<file path="src/rtl/gpio_word_assembler_pkg.sv">
`default_nettype none
// ============================================================================
// gpio_word_assembler_pkg : GPIO bus field layout, status layout, FSM states
// Revision: 1.0
// ============================================================================
package gpio_word_assembler_pkg;

  // PS GPIO write-bus fields
  localparam int unsigned c_gpio_addr_lsb = 0;
  localparam int unsigned c_gpio_data_lsb = 16;
  localparam int unsigned c_gpio_wclk_bit = 24;

  // Readback status fields
  localparam int unsigned c_stat_word_lsb    = 0;
  localparam int unsigned c_stat_timeout_lsb = 16;
  localparam int unsigned c_stat_resync_lsb  = 24;

  // LUT programming register addresses
  localparam logic [15:0] c_reg_lut_addr = 16'h0040;
  localparam logic [15:0] c_reg_lut_data = 16'h0041;

  typedef enum logic [0:0] {
    ST_IDLE    = 1'b0,
    ST_HAVE_HI = 1'b1
  } asm_state_e;

  typedef struct packed {
    logic [7:0]  resync_count;
    logic [7:0]  timeout_count;
    logic [15:0] word_count;
  } status_t;

  function automatic logic [7:0] sat_inc8(input logic [7:0] v);
    return (v == 8'hFF) ? v : v + 8'd1;
  endfunction

endpackage
`default_nettype wire

</file>
<file path="src/rtl/gpio_word_assembler_strobe_sync.sv">
`default_nettype none
// ============================================================================
// gpio_strobe_sync : 2-FF synchronizer plus history FF, rising-edge pulse
// Revision: 1.0
// ============================================================================
module gpio_strobe_sync (
  input  logic clk,
  input  logic rst,
  input  logic async_in,
  output logic rise
);

  logic [2:0] sync_q;

  always_ff @(posedge clk or posedge rst) begin
    if (rst) begin
      sync_q <= 3'b000;
    end else begin
      sync_q <= {sync_q[1:0], async_in};
    end
  end

  assign rise = sync_q[1] & ~sync_q[2];

endmodule
`default_nettype wire

</file>
<file path="src/rtl/gpio_word_assembler.sv">
`default_nettype none
// ============================================================================
// gpio_word_assembler : pairs GPIO byte writes (high first) into 16-bit words
// Revision: 1.0
// ============================================================================
module gpio_word_assembler
  import gpio_word_assembler_pkg::*;
#(
  parameter int unsigned TIMEOUT_CYCLES = 1024
) (
  input  logic        clk,
  input  logic        rst,
  input  logic [31:0] gpio_in,
  output logic        wr_valid,
  output logic [15:0] wr_addr,
  output logic [15:0] wr_data,
  output logic        pending,
  output logic [31:0] gpio_out_bus
);

  localparam logic [15:0] c_tmo_last = 16'(TIMEOUT_CYCLES - 1);

  logic        w_rise;
  logic [15:0] w_addr;
  logic [7:0]  w_byte;
  logic        w_expire;
  logic        w_unused_bits;

  asm_state_e  state_q, state_d;
  logic [7:0]  hi_q, hi_d;
  logic [15:0] hold_addr_q, hold_addr_d;
  logic [15:0] tmo_q, tmo_d;
  logic        valid_q, valid_d;
  logic [15:0] addr_q, addr_d;
  logic [15:0] data_q, data_d;
  status_t     status_q, status_d;

  gpio_strobe_sync u_wclk_sync (
    .clk      (clk),
    .rst      (rst),
    .async_in (gpio_in[c_gpio_wclk_bit]),
    .rise     (w_rise)
  );

  assign w_addr        = gpio_in[c_gpio_addr_lsb +: 16];
  assign w_byte        = gpio_in[c_gpio_data_lsb +: 8];
  assign w_unused_bits = ^gpio_in[31:25];
  assign w_expire      = (tmo_q == c_tmo_last);

  always_ff @(posedge clk or posedge rst) begin
    if (rst) begin
      state_q     <= ST_IDLE;
      hi_q        <= '0;
      hold_addr_q <= '0;
      tmo_q       <= '0;
      valid_q     <= 1'b0;
      addr_q      <= '0;
      data_q      <= '0;
      status_q    <= '0;
    end else begin
      state_q     <= state_d;
      hi_q        <= hi_d;
      hold_addr_q <= hold_addr_d;
      tmo_q       <= tmo_d;
      valid_q     <= valid_d;
      addr_q      <= addr_d;
      data_q      <= data_d;
      status_q    <= status_d;
    end
  end

  // An edge takes priority over a coinciding timeout expiry.
  always_comb begin
    state_d     = state_q;
    hi_d        = hi_q;
    hold_addr_d = hold_addr_q;
    tmo_d       = '0;
    valid_d     = 1'b0;
    addr_d      = addr_q;
    data_d      = data_q;
    status_d    = status_q;
    case (state_q)
      ST_IDLE: begin
        if (w_rise) begin
          hi_d        = w_byte;
          hold_addr_d = w_addr;
          state_d     = ST_HAVE_HI;
        end
      end
      ST_HAVE_HI: begin
        if (w_rise) begin
          if (w_addr == hold_addr_q) begin
            valid_d             = 1'b1;
            addr_d              = w_addr;
            data_d              = {hi_q, w_byte};
            status_d.word_count = status_q.word_count + 16'd1;
            state_d             = ST_IDLE;
          end else begin
            hi_d                  = w_byte;
            hold_addr_d           = w_addr;
            status_d.resync_count = sat_inc8(status_q.resync_count);
          end
        end else if (w_expire) begin
          status_d.timeout_count = sat_inc8(status_q.timeout_count);
          state_d                = ST_IDLE;
        end else begin
          tmo_d = tmo_q + 16'd1;
        end
      end
      default: state_d = ST_IDLE;
    endcase
  end

  assign wr_valid     = valid_q;
  assign wr_addr      = addr_q;
  assign wr_data      = data_q;
  assign pending      = (state_q == ST_HAVE_HI);
  assign gpio_out_bus = {status_q.resync_count, status_q.timeout_count, status_q.word_count};

endmodule
`default_nettype wire
</file>
<file path="config.mk">
export PLATFORM = sky130hd
export DESIGN_NAME = gpio_word_assembler
export DESIGN_NICKNAME = d
export VERILOG_FILES = /design/src/rtl/gpio_word_assembler_pkg.sv /design/src/rtl/gpio_word_assembler_strobe_sync.sv /design/src/rtl/gpio_word_assembler.sv
export SDC_FILE = /design/constraint.sdc
export NUM_CORES = 1
export LEC_CHECK = 0
export BUFFER_PORTS_ARGS = -buffer_cell sky130_fd_sc_hd__buf_4
export CORE_UTILIZATION = 54
export CTS_BUF_LIST = sky130_fd_sc_hd__clkbuf_2 sky130_fd_sc_hd__clkbuf_4 sky130_fd_sc_hd__clkbuf_8
export DETAILED_ROUTE_END_ITERATION = 12
export GPL_ROUTABILITY_DRIVEN = 1
export PLACE_DENSITY = 0.82
export SLEW_MARGIN = 30
export SYNTH_ARGS = -nofsm -noshare
export SYNTH_HDL_FRONTEND = slang
export SYNTH_SLANG_ARGS = --single-unit
</file>
<file path="constraint.sdc">
create_clock -name clk -period 11.11 [get_ports clk]
set_clock_uncertainty 0.1 [all_clocks]
set_input_delay 2.222 -clock clk [delete_from_list [all_inputs] [get_ports clk]]
set_output_delay 2.222 -clock clk [all_outputs]
set_load 0.03 [all_outputs]
</file>
Word-level counts from Yosys, hierarchy flattened. Cells that the tools add are included.

Input bits: 34. Logic and storage cells: 52. Bits in registers: 109. Output and inout port bits: 66.

Eq/ne operators: 7. Muxes and demuxes: 19. Reduce and logical (&&, ||, !) cells: 4. Bitwise gates (word level): 7. $add $sub $neg: 4.

Operators by type and width (count): $mux 16 (6); $add 16x1->16 const B (2); $pmux 16 s2 (1); $mux 8 (3); $add 8x1->8 const B (2); $eq 16x10->1 const B (1); $eq 16x16->1 (1); $eq 8x8->1 const B (2); $pmux 8 s2 (1); $reduce_and 4->1 (2); $mux 1 (7); $not 1->1 (6); $reduce_and 3->1 (2); $ne 2x1->1 const B (2); $ne 2x2->1 const B (1); $pmux 1 s2 (1); $and 1x1->1 (1).

Logic depth before layout (Yosys ltp). Gate-level depths: netlist of run 1.

Depth after elaboration: 4. Mapped depth: 7. Mapped depth without buffers: 6.

Cells and area by module. Synthesis of run 1 repeated with hierarchy kept, for this count alone.

Cell total of the unflattened synthesis: 349. Area, all modules: 4663.2 µm².

Modules (own cells, without submodules): gpio_word_assembler (cells an instance 344, area each 4570.6 µm², times used 1, seq. area each 2652.5 µm²); gpio_strobe_sync (cells an instance 5, area each 92.6 µm², times used 1, seq. area each 75.1 µm²).

Least setup slack after synthesis of run 1. Ideal clock, no wire load.

Kind: input to register. From: input gpio_in[14]. To: register data_q[0] (netlist: wr_data[0]). Stages: 7. Path buffers: 2. Required time: 10.885 ns. Setup time: 0.125 ns. Arrival time: 3.636 ns. Path slack: 7.249 ns. Cell sequence: xnor2_1 -> nand4_1 -> nor4_4 -> and2_1 -> buf_4 -> buf_6 -> mux2_2.

Word-level cells in the longest chain between the ends: 2.

Ends and longest elaborated chain: from (decl) (line gpio_word_assembler.sv:13) `input logic [31:0] gpio_in,`; $eq 16x16->1 (line gpio_word_assembler.sv:92) `if (w_addr == hold_addr_q) begin`; $reduce_and 3->1 (no source line); to (signal assigned) (line gpio_word_assembler.sv:67) `data_q <= data_d;`; to (decl) (line gpio_word_assembler.sv:35) `logic [15:0] data_q, data_d;`.

Every way passes these cells. A chain may end at the register's enable or synchronous reset.

Final worst setup path of run 1.
From: input gpio_in[10]. To: register addr_q[6] (netlist: wr_addr[6]).

Word-level cells in the longest chain between the ends: 2.

Ends and longest elaborated chain: $eq 16x16->1 (line gpio_word_assembler.sv:92); $reduce_and 3->1 (no source line); to (signal assigned) (line gpio_word_assembler.sv:66) `addr_q <= addr_d;`; to (decl) (line gpio_word_assembler.sv:34) `logic [15:0] addr_q, addr_d;`.

Every way passes these cells.

==> metrics.csv, run 1 <==
stage,metric,value,unit
run_status,status,"finished, final reports clean",
sta,rsz0062_at_grt,no,
clocking,numCtsBuffers,9,
synth,synth_largest_area_cell,dfrtp_1,
sta,fin_setup_tns,0,ns
clocking,cts_setup_buffers,0,
clocking,clk_pin_slew_worst_paths,0.09,ns
pwr,power.internal,567,uW
clocking,clk_latency,0.37,ns
pwr,peakVddDrop,0.0850,mV
synth,synth_ff_type,dfrtp_1,
final_layout,fin_util,67.4,%
die,io-pin-count,100,
synth,seq_area_frac_synth,59.2,%
final_layout,area.growth.synth_to_final,20.7,%
final_layout,diodes,0,
sta,setup_viol,0,
die,die_w,94.4,um
synth,synth_top_family_by_area,multiplexers,
synth,ys.warnings.count,0,
setup_path,crit_path_cell_trace,buf_4 > xnor2_1 > nand4_1 > nor4_4 > buf_4 > and2_1 > buf_4 > mux2_2,
sta,maxSlewHeadroom,51.7,%
synth,syn_area_per_cell,13.2,um^2
clocking,clockBufferDepth,2,
place,dpl.hpwl,6.00,mm
setup_path,crit_top_cell,buf_4,
place,place_congestion,0.772,
die,start_util,55.8,%
clocking,clkSinkCount,109,
worst_hold_path,hp-class,reg2reg,
final_layout,stdcell_count,556,
synth,ys_top_cells_by_area,"dfrtp_1 59%, mux2_2 14%, xnor2_1 8.6%",
place,dp.cells,541,
sta,setup_slack,7.00,ns
setup_path,critPathCaptureType,flop,
pwr,power_frac_clock,27.1,%
routing,viasPerCell,5.34,
die,die_area,8910,um^2
setup_path,cp.required,11.25,ns
synth,post_synth_num_cell_types,29,
clocking,cts_tree,yes,
synth,synth_edf_count,0,
final_layout,num-fill-cells,651,
pwr,power_density,143,nW/um^2
synth,synthSimpleGateAreaFrac,11.7,%
sta,period_share,37.0,%
synth,async_flop_share,100,%
synth,synth_area,4610,um^2
pwr,power.switching,228,uW
setup_path,path_class,in2reg,
pwr,total_power,794,uW
routing,via_count,2967,
setup_path,critPathMaxFanout,35,
clocking,ctsHoldBuffers,0,
pwr,p_leak,0.00270,uW
final_layout,drive_gt1_share,38.6,%
synth,synthMuxAreaShare,14.4,%
place,portBuffers,92,
final_layout,layout.nets,485,
setup_path,start_kind,input pin,
setup_path,crit_start,gpio_in[10],
synth,ys_seq_elements,109,
sta,max_clock_freq,0.244,GHz
clocking,root_buffer,clkbuf_8,
synth,synth-compound-area-share,0.570,%
routing,drc_errors,0,
synth,synthXorXnorAreaFrac,11.2,%
global_route,track_usage,20.4,%
sta,fin_crit,4.11,ns
synth,synth_top_area_share,59.2,%
die,coreArea,8260,um^2
setup_path,arrival,4.25,ns
clocking,post_cts_resized,0,
global_route,grt_pass1_vias,3057,
setup_path,r2r-start,hold_addr_q[10],
worst_hold_path,worstHoldStart,u_wclk_sync.sync_q[0],
routing,routed_wirelength,8.40,mm
routing,drt_iter0_drc,146,
synth,synth_fa_ha_area_share,1.09,%
setup_path,cp_slowest_cell,buf_4,
global_route,grt_start_max_net_pins,83,
die,num_rows,33,
synth,syn_nets,388,
routing,antenna_left,0,
clocking,cts.htree.levels,3,
die,die_y,94.4,um
routing,drtPass1Iterations,4,
flow_run,cap_violations,0,
sta,finalHoldViolations,0,
pwr,seq_power_share,56.9,%
final_layout,mostFrequentLayoutCells,"109 x dfrtp_1, 95 x buf_4, 57 x mux2_2",
synth,syn_inst,350,
pwr,pwr-share-comb,16.0,%
pwr,power_switching_share,28.7,%
routing,wl_per_cell,15.1,um
global_route,grt_overflow,0,
setup_path,max_stage_delay,0.39,ns
sta,maxSlewViolCount,0,
global_route,grt_pass1_wl,14.0,mm
final_layout,layout_commonest_cell,dfrtp_1,
place,pre_cts_slack,6.60,ns
global_route,antenna_found_initial,0,
sta,worst_pin_slew,0.725,ns
[kinds of logic (layout without fill, tap and decap cells)]
family	count (synthesis)	in the layout
multiplexers	59	59
AND/OR/NAND/NOR	102	102
XOR/XNOR	59	59
AO/OA/AOI/OAI	3	3
flip-flops	109	109
buffers and inverters	14	115
adder cells (fa/ha/maj)	4	4
[worst max-delay path, delay by kind of cell]
kind	cells	cell delay, ns
buffers and inverters	3	0.80
XOR/XNOR	1	0.14
AND/OR/NAND/NOR	3	0.64
multiplexers	1	0.39
[stage by stage]
stage | cell area (um^2) | hold slack [ns]
floorplan | 4610 | 0.231
global placement | 5390 | 0.237
detailed placement | 5400 | 0.240
CTS | 5570 | 0.261
global route | 5570 | 0.274
finish | 5570 | 0.258
[area by class of cell]
| class | instances | area, um^2 | share of cell area, % |
|---|---|---|---|
| Tap cell | 105 | 131 | 2.36 |
| Clock inverter | 5 | 37.5 | 0.674 |
| Inverter | 4 | 17.5 | 0.315 |
| Clock buffer | 10 | 131 | 2.36 |
| Multi-Input combinational cell | 227 | 1800 | 32.3 |
| Sequential cell | 109 | 2730 | 49.0 |
| Timing Repair Buffer | 96 | 724 | 13.0 |
[layer usage]
layer  wire length, um  part of all wire (%)  global-route usage [%]
met1              3580                    43                    25.1
met2              4300                    51                    35.2
met3               398                   4.7                    4.91
met4               109                   1.3                    7.18
met5                 0                     0                       0
[flip-flops by register name (all words and copies together) (netlist names)]
register / cells
gpio_out_bus: 32
pending: 1
wr_data: 16
tmo_q: 16
wr_valid: 1
wr_addr: 16
u_wclk_sync.sync_q: 3
hi_q: 8
hold_addr_q: 16
[power groups by stage]
| stage | logic, uW | registers (uW) | clock network (uW) |
|---|---|---|---|
| after floorplan | 56.4 | 483 | 0 |
| after global placement | 125 | 457 | 0 |
| final | 127 | 452 | 215 |
| after detailed placement | 129 | 460 | 0 |
| after global routing | 140 | 457 | 234 |
| after CTS | 130 | 452 | 220 |
[path summary, 6_finish.rpt]
check	cells after the start	slack, ns	end
setup / recovery	8	7.00	wr_addr[6]
hold / removal	0	0.26	u_wclk_sync.sync_q[1]
setup reg to reg	7	8.54	wr_addr[6]
hold reg to reg	0	0.26	u_wclk_sync.sync_q[1]
max in group asynchronous	3	8.17	hold_addr_q[1]
min in group asynchronous	2	1.73	gpio_out_bus[23]
[synthesized netlist by cell type (3+ instances only)]
cell type,n
nand2_1,12
nor3_1,5
nand3_1,19
dfrtp_1,109
nor2_1,26
ha_1,4
nand4_1,16
buf_6,3
mux2_2,57
and2_1,3
xnor2_1,45
inv_1,4
buf_2,3
and3_1,12
xor2_1,14
No activity file was read; power rests on OpenSTA's default activity.
==> run 2, diff against run 1 <==
- clock period: 11.11 -> 4.2 ns (I/O delays scaled with it)
==> metrics.csv, run 2 (synthesized netlist as in run 1, its figures left out) <==
stage,metric,value,unit,change
place,pre_cts_slack,1.09,ns,was 6.60 ns
routing,drc_errors,0,,unchanged
routing,drtPass1Iterations,4,,unchanged
clocking,post_cts_resized,0,,unchanged
global_route,antenna_found_initial,0,,unchanged
setup_path,path_delay_family,buffers and inverters,,unchanged
routing,routed_wirelength,8.24,mm,was 8.40 mm
sta,maxSlewViolCount,0,,unchanged
routing,antenna_left,0,,unchanged
final_layout,diodes,0,,unchanged
final_layout,layout.nets,485,,unchanged
die,io-pin-count,100,,unchanged
setup_path,critPathMaxFanout,35,,unchanged
sta,fin_setup_tns,0,ns,unchanged
clocking,numCtsBuffers,9,,unchanged
clocking,root_buffer,clkbuf_8,,unchanged
setup_path,arrival,2.86,ns,was 4.25 ns
place,place_congestion,0.775,,was 0.772
clocking,clkSinkCount,109,,unchanged
sta,rsz0062_at_grt,no,,unchanged
final_layout,layout_commonest_cell,dfrtp_1,,unchanged
die,num_rows,33,,unchanged
die,die_area,8910,um^2,unchanged
sta,maxSlewHeadroom,51.9,%,was 51.7%
clocking,cts_setup_buffers,0,,unchanged
die,start_util,55.8,%,unchanged
final_layout,num-fill-cells,618,,was 651
setup_path,path_class,in2reg,,unchanged
routing,drt_iter0_drc,99,,was 146
clocking,clk_pin_slew_worst_paths,0.10,ns,was 0.09 ns
sta,setup_slack,1.48,ns,was 7.00 ns
clocking,cts.htree.levels,3,,unchanged
setup_path,cp.required,4.34,ns,was 11.25 ns
setup_path,cp_slowest_cell,buf_4,,unchanged
clocking,cts_tree,yes,,unchanged
flow_run,cap_violations,0,,unchanged
final_layout,area.growth.synth_to_final,21.4,%,was 20.7%
run_status,status,"finished, final reports clean",,unchanged
sta,period_share,64.8,%,
sta,fin_crit,2.72,ns,
global_route,track_usage,20.0,%,was 20.4%
setup_path,crit_path_cell_trace,buf_4 > xnor2_1 > nand4_1 > nor4_4 > buf_4 > and2_1 > buf_4 > mux2_2,,unchanged
place,portBuffers,92,,unchanged
die,die_y,94.4,um,unchanged
setup_path,critPathCaptureType,flop,,unchanged
final_layout,mostFrequentLayoutCells,"109 x dfrtp_1, 95 x buf_4, 57 x mux2_2",,unchanged
global_route,grt_start_max_net_pins,58,,was 83
die,coreArea,8260,um^2,unchanged
sta,worst_pin_slew,0.722,ns,was 0.725 ns
pwr,peakVddDrop,0.219,mV,was 0.0850 mV
global_route,grt_pass1_wl,13.7,mm,was 14.0 mm
clocking,ctsHoldBuffers,0,,unchanged
global_route,grt_pass1_vias,2980,,was 3057
final_layout,largest_reg_flops,32,,unchanged
setup_path,path_buf_inv,3,,unchanged
setup_path,start_kind,input pin,,unchanged
pwr,p_leak,0.00271,uW,was 0.00270 uW
sta,setup_viol,0,,unchanged
pwr,power_density,386,nW/um^2,was 143 nW/um^2
worst_hold_path,hp-class,reg2reg,,unchanged
setup_path,crit_top_cell,buf_4,,unchanged
routing,via_count,2951,,was 2967
clocking,clockBufferDepth,2,,unchanged
global_route,grt_overflow,0,,unchanged
final_layout,drive_gt1_share,38.6,%,unchanged
die,die_w,94.4,um,unchanged
place,dpl.hpwl,5.72,mm,was 6.00 mm
sta,max_clock_freq,0.368,GHz,
setup_path,worst-r2r-setup-slack,1.65,ns,was 8.54 ns
routing,wl_per_cell,14.8,um,was 15.1 um
setup_path,max_stage_delay,0.41,ns,was 0.39 ns
routing,viasPerCell,5.31,,was 5.34
sta,finalHoldViolations,0,,unchanged
clocking,clk_latency,0.36,ns,was 0.37 ns
[run 2: changes by cell type in the layout (fill, tap and decap cells not counted), sizes merged]
cell and change:
bufinv +1, clkinvlp +1, clkinv -2
[run 2: area by class of cell]
cell class,instances,area [um^2],share of cell area (%)
timing repair buffer,96,733,13.1
clock buffer,10,131,2.35
clock inverter,5,61.3,1.10
inverter,4,17.5,0.313
sequential,109,2730,48.7
tap,105,131,2.35
multi-input combinational,227,1800,32.1
[run 2: metal layers]
metal  vias up  routed length [um]  GRT usage (%)
li1       1396                   -              -
met1      1476                3620           26.0
met2        71                4120           32.5
met3         8                 407           4.75
met4         0                  87           7.56
met5         -                   0              0
[run 2: power by group]
part | switching, uW | internal (uW)
Combinational | 189 | 154
Clock | 339 | 282
Sequential | 69.4 | 1130
[run 2: worst paths after layout]
kind,start,end,depth (start not counted)
max,gpio_in[10],wr_addr[11],8
min,u_wclk_sync.sync_q[0],u_wclk_sync.sync_q[1],0
max reg2reg,hold_addr_q[10],wr_addr[11],7
min reg2reg,u_wclk_sync.sync_q[0],u_wclk_sync.sync_q[1],0
max in group asynchronous,rst,tmo_q[14],3
min in group asynchronous,rst,wr_addr[5],2
[run 2: through the flow]
step	total power (uW)	area, um^2	util (%)	cells	hold WS, ns
final	2160	5600	67.8	556	0.262
after floorplan	1430	4610	-	350	0.231
after CTS	2180	5600	67.8	556	0.274
after global routing	2250	5600	67.8	556	0.275
after global placement	1540	5410	65.5	541	0.235
after detailed placement	1560	5410	65.5	541	0.254
